$ cat src/rtl/lru_nway.sv
// rtl/lru_nway.sv - true-LRU age-permutation tracker for an N-way, S-set cache with registered victim query
// Optional feature: define LRU_LOCK_EN to add lock_mask[WAYS-1:0] excluding ways from victim choice.
module lru_nway #(
    parameter  int WAYS = 4,
    parameter  int SETS = 4,
    localparam int AW   = $clog2(WAYS),
    localparam int SW   = (SETS > 1) ? $clog2(SETS) : 1
) (
    input  logic          clk,
    input  logic          reset,
    input  logic          enable,
    input  logic          acc_valid,
    input  logic [SW-1:0] acc_set,
    input  logic [AW-1:0] acc_way,
    input  logic          acc_hit,
    input  logic          inv_valid,
    input  logic [SW-1:0] inv_set,
    input  logic [AW-1:0] inv_way,
    output logic          inv_busy,
`ifdef LRU_LOCK_EN
    input  logic [WAYS-1:0] lock_mask,
`endif
    input  logic          qry_valid,
    input  logic [SW-1:0] qry_set,
    output logic          vic_valid,
    output logic [AW-1:0] vic_way,
    output logic          vic_none
);

    localparam logic [AW-1:0] AGE_MRU = AW'(WAYS - 1);

    logic [AW-1:0]   age   [SETS][WAYS];
    logic [WAYS-1:0] valid [SETS];

    logic            acc_fire;
    logic            inv_fire;
    logic [AW-1:0]   acc_age;
    logic [AW-1:0]   inv_age;
    logic [WAYS-1:0] excl;
    logic [WAYS-1:0] qry_valid_bits;
    logic [AW-1:0]   best_age;
    logic [AW-1:0]   vic_way_c;
    logic            found;

    // Same-set collisions are refused so the two permutation updates never interleave.
    assign acc_fire = enable & acc_valid;
    assign inv_busy = inv_valid & acc_valid & enable & (inv_set == acc_set);
    assign inv_fire = enable & inv_valid & ~inv_busy;

    assign acc_age = age[acc_set][acc_way];
    assign inv_age = age[inv_set][inv_way];

`ifdef LRU_LOCK_EN
    assign excl = lock_mask;
`else
    assign excl = '0;
`endif

    assign qry_valid_bits = valid[qry_set];

    // Prefer the lowest-index eligible invalid way; otherwise the eligible way with the smallest age.
    always_comb begin
        vic_way_c = '0;
        best_age  = '0;
        found     = 1'b0;
        for (int w = 0; w < WAYS; w++) begin
            if (!found && !qry_valid_bits[w] && !excl[w]) begin
                vic_way_c = AW'(w);
                found     = 1'b1;
            end
        end
        if (!found) begin
            for (int w = 0; w < WAYS; w++) begin
                if (!excl[w] && (!found || age[qry_set][w] < best_age)) begin
                    best_age  = age[qry_set][w];
                    vic_way_c = AW'(w);
                    found     = 1'b1;
                end
            end
        end
        if (!found) begin
            vic_way_c = '0;
        end
    end

    always_ff @(posedge clk) begin
        if (reset) begin
            for (int s = 0; s < SETS; s++) begin
                for (int w = 0; w < WAYS; w++) begin
                    age[s][w] <= AW'(w);
                end
                valid[s] <= '0;
            end
            vic_valid <= 1'b0;
            vic_way   <= '0;
        end else begin
            if (acc_fire) begin
                for (int w = 0; w < WAYS; w++) begin
                    if (AW'(w) == acc_way) begin
                        age[acc_set][w] <= AGE_MRU;
                    end else if (age[acc_set][w] > acc_age) begin
                        age[acc_set][w] <= age[acc_set][w] - AW'(1);
                    end
                end
                if (!acc_hit) begin
                    valid[acc_set][acc_way] <= 1'b1;
                end
            end
            if (inv_fire) begin
                for (int w = 0; w < WAYS; w++) begin
                    if (AW'(w) == inv_way) begin
                        age[inv_set][w] <= '0;
                    end else if (age[inv_set][w] < inv_age) begin
                        age[inv_set][w] <= age[inv_set][w] + AW'(1);
                    end
                end
                valid[inv_set][inv_way] <= 1'b0;
            end
            vic_valid <= qry_valid;
            if (qry_valid) begin
                vic_way <= vic_way_c;
            end
        end
    end

`ifdef LRU_LOCK_EN
    always_ff @(posedge clk) begin
        if (reset) begin
            vic_none <= 1'b0;
        end else if (qry_valid) begin
            vic_none <= ~found;
        end
    end
`else
    assign vic_none = 1'b0;
`endif

endmodule
$ cat config.mk
export PLATFORM = sky130hd
export DESIGN_NAME = lru_nway
export DESIGN_NICKNAME = d
export VERILOG_FILES = /design/src/rtl/lru_nway.sv
export SDC_FILE = /design/constraint.sdc
export NUM_CORES = 1
export LEC_CHECK = 0
export CORE_MARGIN = 1
export CORE_UTILIZATION = 50
export CTS_BUF_LIST = sky130_fd_sc_hd__clkbuf_16
export DETAILED_ROUTE_END_ITERATION = 6
export PLACE_DENSITY = 0.72
export SLEW_MARGIN = 20
export SYNTH_ARGS = -nofsm -noshare
export SYNTH_HDL_FRONTEND = slang
export SYNTH_SLANG_ARGS = --single-unit
$ cat constraint.sdc
create_clock -name clk -period 5.2 [get_ports clk]
set_input_delay 1.04 -clock clk [delete_from_list [all_inputs] [get_ports clk]]
set_output_delay 1.04 -clock clk [all_outputs]
set_load 0.01 [all_outputs]
After elaboration in Yosys (flattened, before gate mapping):

Memories as Yosys holds them, arrays and structs flattened.
Index checks and enable logic that the tools add are counted.
W data, S select, Z words.

* memories kept: 2
* memory bits (writable): 48
* input bits: 17
* word-level logic and storage cells: 216
* output and inout port bits: 5
* flip-flop bits (word level): 3

Memory list
* age: depth 4, bits a word 8, read ports 3, clocked after memory_dff 0, wr ports 4, RTL line 32 `logic [AW-1:0] age [SETS][WAYS];`
* valid: depth 4, bits a word 4, read ports 1, clocked after memory_dff 0, wr ports 4, RTL line 33 `logic [WAYS-1:0] valid [SETS];`

* reductions and logical operators: 24
* multiplexer cells: 138
* magnitude comparators: 18
* add/subtract/negate cells: 8
* bitwise logic cells: 17
* eq/ne operators: 7

Operators with widths (count)
* $mux W1: 94
* $mux W2: 30
* $mux W4: 8
* $mux W8: 2
* $reduce_or A8 Y1: 2
* $lt A2 B2 Y1: 7
* $logic_not A1 Y1: 9
* $add A2 B1 Y2 const B: 4
* $bmux W2 S2: 2
* $eq A2 B2 Y1 const A: 4
* $gt A2 B2 Y1: 4
* $or A1 B1 Y1: 8
* $reduce_or A4 Y1: 2
* $sub A2 B1 Y2 const B: 4
* $and A1 B1 Y1: 6
* $ge A3 B3 Y1 const B: 2
* $lt A2 B3 Y1 const B: 2
* $not A2 Y3: 2
* $logic_and A1 B1 Y1: 5
* $demux W1 S2: 2
* $eq A1 B2 Y1 const A: 2
* $ge A2 B1 Y1 const B: 2
* $logic_not A2 Y1: 2
* $logic_or A1 B1 Y1: 4
* other kinds (3): 3

Logic depth before layout (Yosys ltp):

Gate-level depths: netlist (run 1).
An unclocked memory read counts as a cell.

* word-level depth: 27
* gate-level depth with buffers: 11
* depth with buffers taken out: 9

Least setup slack after synthesis (run 1):

No wires, ideal clock.

* path kind: input-to-reg
* from: input acc_set[0]
* to: memory age[3][4] (netlist bit) (data pin)
* library setup time: 272 ps
* data required time: 4928 ps
* arrival: 3967 ps
* stages: 10
* path buffers: 3
* slack: 961 ps
* path through: buf_4 buf_1 mux4_2 mux4_2 ha_1 a21o_1 or4_1 clkbuf_1 o21ai_0 o221ai_1

RTL lines
* start: declaration: RTL line 13 `input logic [SW-1:0] acc_set,`
* end: declaration: RTL line 32

==> summary by stage, run 1 <==
STA
Setup repair after global routing left no endpoint under its margin. The maximum operating frequency is ~0.22 GHz. After layout, the minimum clock period comes to approximately 4500 ps. The post-route clock skew is 9.70 ps. The transition time at the pin with the least slew margin is 832 ps. Of the available clock period, the critical path in the final layout requires 0.857. The max-slew violation count is 0. The count of endpoints failing hold in the final timing report was 0. Setup violations remaining at the end of the flow were counted as 0.

Measured against its own limit, the worst slew margin works out to 0.438. The accumulated negative setup slack is 0 ps. The final setup slack of the worst path is roughly 740 ps.

Synth
After synthesis, the netlist uses 56 different library cells. The gate count of the mapped netlist is about 430. The synthesized design contains 32 enable-type register cells.

The post-synth design cell area is 4290 µm². The post-synthesis net count is 460. After synthesis, the most frequently instantiated cells are nor2_1, mux4_2, edfxtp_1, a21oi_1, o22ai_1. The share of synthesized area occupied by flip-flops and latches is 0.313. The synthesized area per cell is 10.1 µm². Of the post-synthesis cell area, the dominant cell type holds 0.224. In the synthesized netlist the dominant register cell turns out to be edfxtp_1.

By instance count, the leading cell after synthesis is nor2_1. After synthesis the netlist holds a flip-flop and latch count of just over 50. The share of async-settable or async-resettable flops after synthesis is 0. The yosys synthesis warning count is 0.

After synthesis, the cell types taking the most area are edfxtp_1, mux4_2, dfxtp_1, ha_1, nor2_1. The cell type with the largest total area after synthesis is edfxtp_1.

Drt
The count of nets left with antenna violations once routing finished came out at 0. In the routed layout, each cell is associated on average with a via count of 7.51. The first detailed-routing pass ran for 5 iterations. In the final routed layout, each cell accounts on average for ~27 µm. The total via count after detailed routing is 4056. The sum of routed wire length over all layers is 14500 µm. After detailed routing, the number of remaining DRC violations is 0. In this run, the number of DRC markers left after iteration 0 of detailed routing was 508.

Critical path
The reg-to-reg critical path startpoint is age[1][0]. The endpoint of the worst-slack reg-to-reg timing path is age[2][4]. The signal arrival time at the worst endpoint is 4460 ps. Tracing the worst setup path back leads to its startpoint at acc_set[0].

The critical path ends at age[2][4]. For flop-to-flop paths, the worst setup slack is around 1700 ps. The required time of the worst setup path is roughly 5200 ps. The worst setup path is captured at a flop. The type of element launching the critical path is a primary input. Along the worst path, the maximum fanout reaches 17.

The worst reg-to-reg path cell count is 7. The type of the worst setup path is primary input to flop.

CTS
The total clock buffers created by CTS is 5. TritonCTS built the clock tree. The clock latency reported for the late side of the worst-skew pair is roughly 300 ps. The number of setup buffers added after CTS is 0. In this run the clock root is driven by a clkbuf_16.

The number of hold buffers added after cts is 0. After clock tree synthesis, the clock-pin slew on the worst setup and hold paths is ~80 ps. After clock tree synthesis, the repair step resized 0 gates. The H-tree was split into 2 levels. Clock tree synthesis found a total of 51 sinks.

The maximum clock insertion buffer count is 2.

Hold path
The tightest min-delay check is of the flop to flop type.

Run
Max-cap violations in this run came to 0.

Place
During placement, the flow inserted port buffers numbering 20. The half-perimeter wire length after detailed placement is approximately 11000 µm. The congestion estimate from routability-driven global placement came to between 1 and 1.5. The worst slack at placement is around 470 ps.

Floorplan
For this design the top-level I/O count stands at 22. The die height is about 95 µm. The overall die area is ~9000 µm².

The initial utilization of the core area, before any placement, comes to 0.520. The floorplan has 33 rows. The total core area is 8260 µm². The die is approximately 95 µm wide.

GRT
The first global-routing pass estimated between 20000 and 25000 µm of wire. The maximum number of pins on one net before global-route repair is 30. The combined global-route utilization of all metal layers is 0.336. For this run the aggregate overflow at the end of global routing stands at 0. The number of antenna violations at the first check in global routing came to 1.

The via count of the first global-routing pass is between 3000 and 4000.

Pwr
The largest voltage drop on the vdd net is 168 µV. The power density relative to cell area is 229 nW/µm². The leakage power is ~1.6 nW.

Finish
The share of cells above drive strength 1 is 0.157. The area added between synthesis and finish is 9.92%. The number of nets in the final layout is about 470.

Status
The run finished with clean final reports.
==> cells in the final DEF (no fill, tap or decap), types with 4 or more instances in the layout <==
cell / Yosys / routed
inv_1: 19 / 19
dfxtp_1: 19 / 19
o32ai_1: 4 / 4
mux4_2: 35 / 35
xor2_1: 6 / 6
mux2i_1: 4 / 4
ha_1: 17 / 17
or2_2: 5 / 5
clkdlybuf4s50_1: 0 / 20
nor2b_1: 10 / 10
nor3_1: 9 / 9
a31oi_1: 4 / 4
nand2_1: 15 / 15
clkbuf_16: 0 / 5
edfxtp_1: 32 / 32
a22oi_1: 10 / 10
nand2b_1: 17 / 17
nor2_1: 43 / 43
nand3_1: 5 / 5
o21ai_0: 11 / 11
a211o_1: 12 / 12
o22ai_1: 22 / 22
a21oi_1: 24 / 24
buf_4: 2 / 12
o221ai_1: 4 / 4
a32oi_1: 5 / 5
a211oi_1: 6 / 6
a31o_2: 5 / 5
a221oi_1: 6 / 6
o31ai_1: 11 / 11
==> sequential cells by signal (all words and copies together), names as in the netlist <==
register   flops
age           32
vic_way        2
valid         16
vic_valid      1
==> cell families after synthesis <==
logic type      Yosys count  synth area share
compound gates          142             0.240
xor+xnor                  9            0.0184
buf+inv                  51            0.0522
flops                    51             0.313
other cells               1          0.000874
fa+ha+maj                17            0.0496
mux                      39             0.193
simple gates            116             0.134
==> worst min-delay path by stage <==
stage	to	startpoint	depth (start not counted)
floorplan	valid[1][3]	valid[1][3]	2
global placement	vic_way[1]	vic_way[1]	2
detailed placement	vic_way[1]	vic_way[1]	2
CTS	vic_way[1]	vic_way[1]	2
global route	vic_way[1]	vic_way[1]	2
finish	vic_way[1]	vic_way[1]	2
==> final cells by class <==
type                            instances  area (µm²)
Tap cell                              105         131
Clock inverter                          3        28.8
Antenna cell                            1        2.50
Timing Repair Buffer                   32         290
Sequential cell                        51        1340
Inverter                               19        71.3
Multi-Input combinational cell        324        2730
Clock buffer                            5         125
Fill cell                             721        3540
==> routing by layer <==
metal | GRT usage | wire [µm]
met5 | 0 | 0
met1 | 0.454 | 5300
met4 | 0.155 | 728
met3 | 0.0910 | 2130
met2 | 0.501 | 6390
==> metrics by stage <==
stage	instances	instance area, µm²	utilization	power [mW]	hold slack (ps)
2_1_floorplan	426	4290	-	0.643	476
5_1_grt	539	4710	0.571	1.11	503
4_1_cts	539	4710	0.571	1.06	463
6_report	540	4720	0.571	1.08	462
3_3_place_gp	531	4560	0.552	0.718	436
3_5_place_dp	531	4560	0.552	0.722	445
==> power by group <==
group,switching [mW],internal (mW),leakage (nW)
Combinational,0.165,0.105,1.07
Clock,0.169,0.184,0.0759
Sequential,0.0141,0.442,0.434
==> worst max-delay path, cell delays in order <==
cell and delay [ps]:
clkdlybuf4s50_1 450, buf_4 260, mux4_2 610, mux4_2 560, ha_1 300, a21o_1 200
or4_1 640, o21ai_0 200, o221ai_1 180
(Power assumes the default switching activity.)
==> run 2: changes to the inputs <==
==> constraint.sdc (replaced) <==
create_clock -name clk -period 5.2 [get_ports clk]
set_input_delay 0.78 -clock clk [delete_from_list [all_inputs] [get_ports clk]]
set_output_delay 0.78 -clock clk [all_outputs]
set_load 0.01 [all_outputs]
==> summary by stage, run 2 (same netlist as run 1, synthesis figures left out) <==
Status
The flow ran to the end, and the final reports show no timing, DRC or antenna violations.

Floorplan
The initial core utilization is 0.520 (unchanged). The width of the die is 94.6 µm (unchanged). The number of top-level pins came to 22 (unchanged). The overall die area is 8950 µm² (unchanged). The count of standard-cell rows was 33 (unchanged).

The die height is 94.6 µm (unchanged). The total core area was 8260 µm² (unchanged).

Finish
The number of nets in the final layout is 463 (-0.86%). Leaving out fill and tap cells, the most frequent cell in the layout is nor2_1. The number of flip-flops in the largest register is 32 (unchanged). The top register by number of flip-flops is age.

Compared with the post-synthesis result, the final layout area differs by 9.10%. The largest registers in the layout are age x32, valid x16, vic_way x2. Leaving out fill and tap cells, the most frequent cells in the layout are nor2_1, mux4_2, edfxtp_1, a21oi_1, o22ai_1. The share of cells above drive strength 1 is 0.149 (-0.00784). The combined area of the multi-input logic cells is 2730 µm² (unchanged). The combined flip-flop and latch cell area is 1340 µm² (unchanged). The filler cell count in the final layout was 729 (+1.1%). The final antenna diode count is 0 (-1).

STA
The setup-violating endpoint count in the final report is 0 (unchanged). The portion of the clock cycle consumed by the worst path in the final layout came to 0.857 (about the same). The smallest hold slack is 489 ps (+27.3 ps). The transition time at the pin with the least slew margin was 1090 ps (+259 ps). The shortest clock period the worst path allows after layout was 4460 ps (-1.27 ps). The post-route clock skew is 9.32 ps (-0.381 ps). The count of endpoints failing hold in the final timing report is 0 (unchanged). The final setup slack of the worst path is 743 ps (+1.27 ps). The max-slew violation count is 0 (unchanged). Setup repair after global routing left no endpoint under its margin. The accumulated negative setup slack came to 0 ps (unchanged). The relative slew slack is 0.271 (-0.167). The maximum operating frequency came to 0.224 GHz (about the same).

Pwr
The switching power is 347 µW (-0.28%). The leakage power is 1.56 nW (-1.3%). The power density relative to cell area came to 230 nW/µm² (+0.50%). The largest voltage drop on the vdd net was 170 µV (+0.92%). The share of power burned in registers came to 0.423 (about the same). The overall power of the completed layout is 1.08 mW (-0.25%). The total internal power came to 729 µW (-0.23%). The logic gate share of total power is 0.248 (-0.002).

The clock network fraction of total power is 0.329 (+0.002). The proportion of total power due to net switching was 0.322 (about the same).

CTS
The number of hold buffers added after cts is 0 (unchanged). The number of H-tree branching levels is 2 (unchanged). The cell sitting at the root of the clock tree is a clkbuf_16. TritonCTS built the clock tree.

The clock latency reported for the late side of the worst-skew pair is 300 ps (about the same). The clock transition at the register clock pins on the worst setup and hold paths after CTS is 80 ps (about the same). The count of clock tree sinks is 51 (unchanged). The number of setup buffers added after CTS is 0 (unchanged). The total clock buffers created by CTS is 5 (unchanged).

The total of cells resized after clock tree synthesis was 0 (unchanged). The maximum clock insertion buffer count is 2 (unchanged).

GRT
The total congestion overflow came to 0 (unchanged). The wire length of the first global-routing pass is 22200 µm (+2.3%). The maximum number of pins on one net before global-route repair is 31 (+3.3%). The via count of the first global-routing pass was 3804 (+1.9%). The number of antenna violations at the first check in global routing is 0 (-1). The combined global-route utilization of all metal layers was 0.340 (+0.00350).

Drt
The sum of routed wire length over all layers is 14300 µm (-1.5%). The post-route antenna net violation count is 0 (unchanged). The number of detailed-route iterations in the first pass was 5 (unchanged).

The total via count after detailed routing is 4004 (-1.3%). The via density per instance is 7.48 (-0.36%). The final routed DRC violation total is 0 (unchanged). The violation count after the first detailed-route iteration was 761 (+50%). The wire length per cell after detailed routing is 26.8 µm (-0.56%).

Hold path
The count of cells along the worst hold path is 2 (unchanged). The tightest min-delay check is of the flop to flop type. The startpoint of the most critical hold path is vic_way[1]. The worst min-delay path endpoint is vic_way[1].

Place
The worst slack at placement is 488 ps (+15.8 ps). The half-perimeter wire length after detailed placement came to 10600 µm (-3.2%). The routability-driven placement congestion ratio is 0.988 (-5.5%). The number of port buffers was 20 (unchanged).

Critical path
The signal arrival time at the worst endpoint is 4520 ps (+60 ps). The required time of the worst setup path came to 5270 ps (+70 ps). The endpoint of the worst-slack reg-to-reg timing path is age[0][5]. STA classifies the critical path endpoint as a flop. The most critical setup path has its startpoint at acc_set[0]. The startpoint identified for the worst register-to-register timing path is age[3][6]. The worst reg-to-reg path cell count was 7 (unchanged). The critical path is of the primary input to flop type. The worst-case register-to-register setup slack is 1760 ps (+40 ps). The biggest fanout along the worst timing path is 10 (-7).

The type of element launching the critical path is a primary input.

Run
The count of maximum capacitance violations was 0 (unchanged).
-- run 2: cell types whose count changed in the layout (fill, tap and decap cells not counted) --
cell / previous run / this run
inv_6: 0 / 2
buf_4: 12 / 8
inv_8: 1 / 0
diode_2: 1 / 0
clkinv_4: 2 / 1
-- run 2: final cells by class --
type | instances | share of cell area
Multi-Input combinational cell | 324 | 0.582
Timing Repair Buffer | 28 | 0.0556
Clock buffer | 5 | 0.0267
Tap cell | 105 | 0.0281
Clock inverter | 3 | 0.00561
Inverter | 19 | 0.0152
Sequential cell | 51 | 0.287
-- run 2: power groups by stage --
| stage | Clock, mW | Sequential [mW] | Combinational, mW |
|---|---|---|---|
| 6_report | 0.354 | 0.455 | 0.267 |
| 5_1_grt | 0.366 | 0.456 | 0.286 |
| 4_1_cts | 0.349 | 0.454 | 0.259 |
| 3_5_place_dp | 0 | 0.463 | 0.257 |
| 3_3_place_gp | 0 | 0.463 | 0.251 |
| 2_1_floorplan | 0 | 0.457 | 0.187 |
-- run 2: through the flow --
stage	util	cells	cell area, µm²
floorplan	-	426	4290
global placement	0.548	527	4530
detailed placement	0.548	527	4530
CTS	0.567	535	4680
global route	0.567	535	4680
finish	0.567	535	4680
-- run 2: worst max-delay path, stage by stage --
cell,delay [ps]
clkdlybuf4s50_1,930
mux4_2,640
mux4_2,490
inv_1,140
ha_1,270
a21o_1,190
o41ai_1,820
nand2_1,110
o31ai_1,140
-- run 2: worst max-delay path by stage --
stage | slack [ps] | cells past startpoint | end
floorplan | 1220 | 10 | age[3][4]
global placement | 550 | 9 | age[1][4]
detailed placement | 490 | 9 | age[1][4]
CTS | 790 | 9 | age[2][4]
global route | 470 | 9 | age[0][5]
finish | 740 | 9 | age[0][5]
-- run 2: per-layer routing --
| layer | GRT usage | vias up | wire length, µm | share of wire |
|---|---|---|---|---|
| met3 | 0.0749 | 51 | 1980 | 0.14 |
| met2 | 0.540 | 329 | 6490 | 0.45 |
| met4 | 0.0922 | 0 | 396 | 0.028 |
| li1 | - | 1697 | - | - |
| met1 | 0.467 | 1927 | 5470 | 0.38 |
| met5 | 0 | - | 0 | 0 |
==> run 3: changes to the inputs <==
Settings changed: PLACE_DENSITY 0.72 to 0.68.
==> summary by stage, run 3 (same netlist as run 1, synthesis figures left out) <==
Place
The half-perimeter wire length after detailed placement came to 10900 µm (+3.3%). The number of port buffers is 20 (unchanged). The instance count after placement with tap cells included was 531 (+0.76%). The routability-driven placement congestion ratio is 1.01 (+2.2%).

GRT
The wire length of the first global-routing pass is 22000 µm (-1.1%). The via count of the first global-routing pass is 3634 (-4.5%). The maximum number of pins on one net before global-route repair was 23 (-26%). The combined global-route utilization of all metal layers is 0.342 (+0.00217).

The number of antenna violations at the first check in global routing is 0 (unchanged). The total congestion overflow is 0 (unchanged).

Critical path
The biggest fanout along the worst timing path was 10 (unchanged). The worst setup path is launched from a primary input. The cell that appears most often on the critical path is mux4_2. The required time of the worst setup path came to 5290 ps (+20 ps).

The slowest stage of the critical path belongs to the cell clkdlybuf4s50_1. The delay of the slowest cell on the worst path is 930 ps (about the same). STA classifies the critical path endpoint as a flop. The signal arrival time at the worst endpoint is 4530 ps (about the same).

The endpoint identified for the worst register-to-register timing path is age[1][5]. The worst reg-to-reg path cell count is 7 (unchanged). The worst register-to-register path begins at age[3][6]. The worst setup path is of the primary input to flop kind. The worst-case register-to-register setup slack came to 1750 ps (about the same). Traced cell by cell, the critical path runs through clkdlybuf4s50_1 -> mux4_2 -> mux4_2 -> ha_1 -> a21o_1 -> o41ai_1 -> nand2_1 -> o31ai_1.

Floorplan
The width of the die is 94.6 µm (unchanged). The count of standard-cell rows is 33 (unchanged). The overall die area came to 8950 µm² (unchanged). The total core area is 8260 µm² (unchanged). The die height came to 94.6 µm (unchanged). The initial core utilization came to 0.520 (unchanged). The number of top-level pins came to 22 (unchanged).

Hold path
The count of cells along the worst hold path is 2 (unchanged). The path category of the worst min-delay check is flop to flop. The startpoint identified for the worst hold timing path is vic_way[1]. The worst min-delay path endpoint is vic_way[1].

Drt
The wire length on met3 is 1890 µm (-4.6%). Signal routing reaches up to met4. The total via count after detailed routing is 4040 (+0.90%). The sum of routed wire length over all layers is 14600 µm (+1.7%). The violation count after the first detailed-route iteration is 665 (-13%). The detailed-route wire length on metal 1 is 5440 µm (-0.51%). The wire length per cell after detailed routing is 27.0 µm (+0.90%). The number of detailed-route iterations in the first pass came to 7 (+2). The post-route antenna net violation count is 0 (unchanged). The final routed DRC violation total is 1 (+1). The wire length on met2 was 6440 µm (-0.79%).

The via density per instance is 7.50 (+0.15%).

Finish
The library cells used most frequently in the layout, excluding fill and tap cells, are nor2_1, mux4_2, edfxtp_1, a21oi_1, o22ai_1. The number of flip-flops in the largest register is 32 (unchanged). The largest registers in the layout are age x32, valid x16, vic_way x2. The top register by number of flip-flops is age. The share of cells above drive strength 1 is 0.157 (+0.00784).

From synthesis to final layout, the design area changed by 9.86%. The most common cell after layout, fill and taps aside is nor2_1. The number of nets in the final layout is 467 (+0.86%). The final non-filler cell total was 539 (+0.75%). The final antenna diode count is 0 (unchanged).

Run
The count of maximum capacitance violations was 0 (unchanged).

STA
The max-slew violation count is 0 (unchanged). The accumulated negative setup slack is 0 ps (unchanged). The portion of the clock cycle consumed by the worst path in the final layout is 0.855 (-0.00223).

The post-route clock skew is 5.46 ps (-3.86 ps). The setup-violating endpoint count in the final report was 0 (unchanged). The shortest clock period the worst path allows after layout is 4450 ps (-11.6 ps). The relative slew slack was 0.392 (+0.120). The count of endpoints failing hold in the final timing report is 0 (unchanged). Setup repair after global routing left no endpoint under its margin. The transition time at the pin with the least slew margin is 901 ps (-190 ps). The maximum operating frequency is 0.225 GHz (+0.26%).

CTS
The number of H-tree branching levels is 2 (unchanged). The count of clock tree sinks is 51 (unchanged). The clock tree from TritonCTS is yes. The clock transition at the register clock pins on the worst setup and hold paths after CTS came to 70 ps (about the same). The maximum clock insertion buffer count is 2 (unchanged).

The clock latency reported for the late side of the worst-skew pair is 300 ps (about the same). The total clock buffers created by CTS was 5 (unchanged). The buffer cell driving the clock tree root is clkbuf_16. The number of hold buffers added after cts came to 0 (unchanged). The number of setup buffers added after CTS was 0 (unchanged). The total of cells resized after clock tree synthesis is 0 (unchanged).

Pwr
The power density relative to cell area is 227 nW/µm² (-1.3%). The leakage power came to 1.58 nW (+1.3%). The largest voltage drop on the vdd net came to 141 µV (-17%). The overall power of the completed layout is 1.07 mW (-0.65%).

Status
The flow ran to the end, but the final reports show violations. The final reports fail on design-rule violations.
## run 3: metal layers
metal / vias to the layer above / global-route usage
met5: - / 0
met4: 0 / 0.150
met3: 67 / 0.0926
met2: 353 / 0.519
met1: 1909 / 0.456
li1: 1711 / -
## run 3: layout make-up
cell class | instances | area [µm²]
Clock buffer | 5 | 125
Clock inverter | 3 | 28.8
Fill cell | 708 | 3540
Inverter | 19 | 71.3
Multi-Input combinational cell | 324 | 2730
Sequential cell | 51 | 1340
Tap cell | 105 | 131
Timing Repair Buffer | 32 | 290
## run 3: stage by stage
stage | instance area [µm²] | worst slack (ps) | utilization | hold WS [ps]
floorplan | 4290 | 1220 | - | 476
global placement | 4560 | 541 | 0.552 | 439
detailed placement | 4560 | 502 | 0.552 | 447
CTS | 4710 | 802 | 0.571 | 464
global route | 4710 | 576 | 0.571 | 493
finish | 4710 | 755 | 0.571 | 458
## run 3: worst max path at each step
stage | start | endpoint | slack (ps) | depth (start not counted)
after floorplan | acc_set[0] | age[3][4] | 1220 | 10
after global placement | acc_set[0] | age[0][4] | 540 | 8
after detailed placement | acc_set[0] | age[0][4] | 500 | 8
after CTS | acc_set[0] | age[0][4] | 800 | 8
after global routing | acc_set[0] | age[2][6] | 580 | 10
final | acc_set[0] | age[1][5] | 750 | 8
## run 3: worst max-delay path: cells and delay by family
family          cells  cell delay, ps
buf+inv             1             930
compound gates      3            1160
mux                 2            1230
fa+ha+maj           1             290
simple gates        1             130
## run 3: power breakdown
part / internal, mW / switching (mW)
Sequential: 0.442 / 0.0140
Clock: 0.184 / 0.160
Combinational: 0.105 / 0.163
Total: 0.731 / 0.338
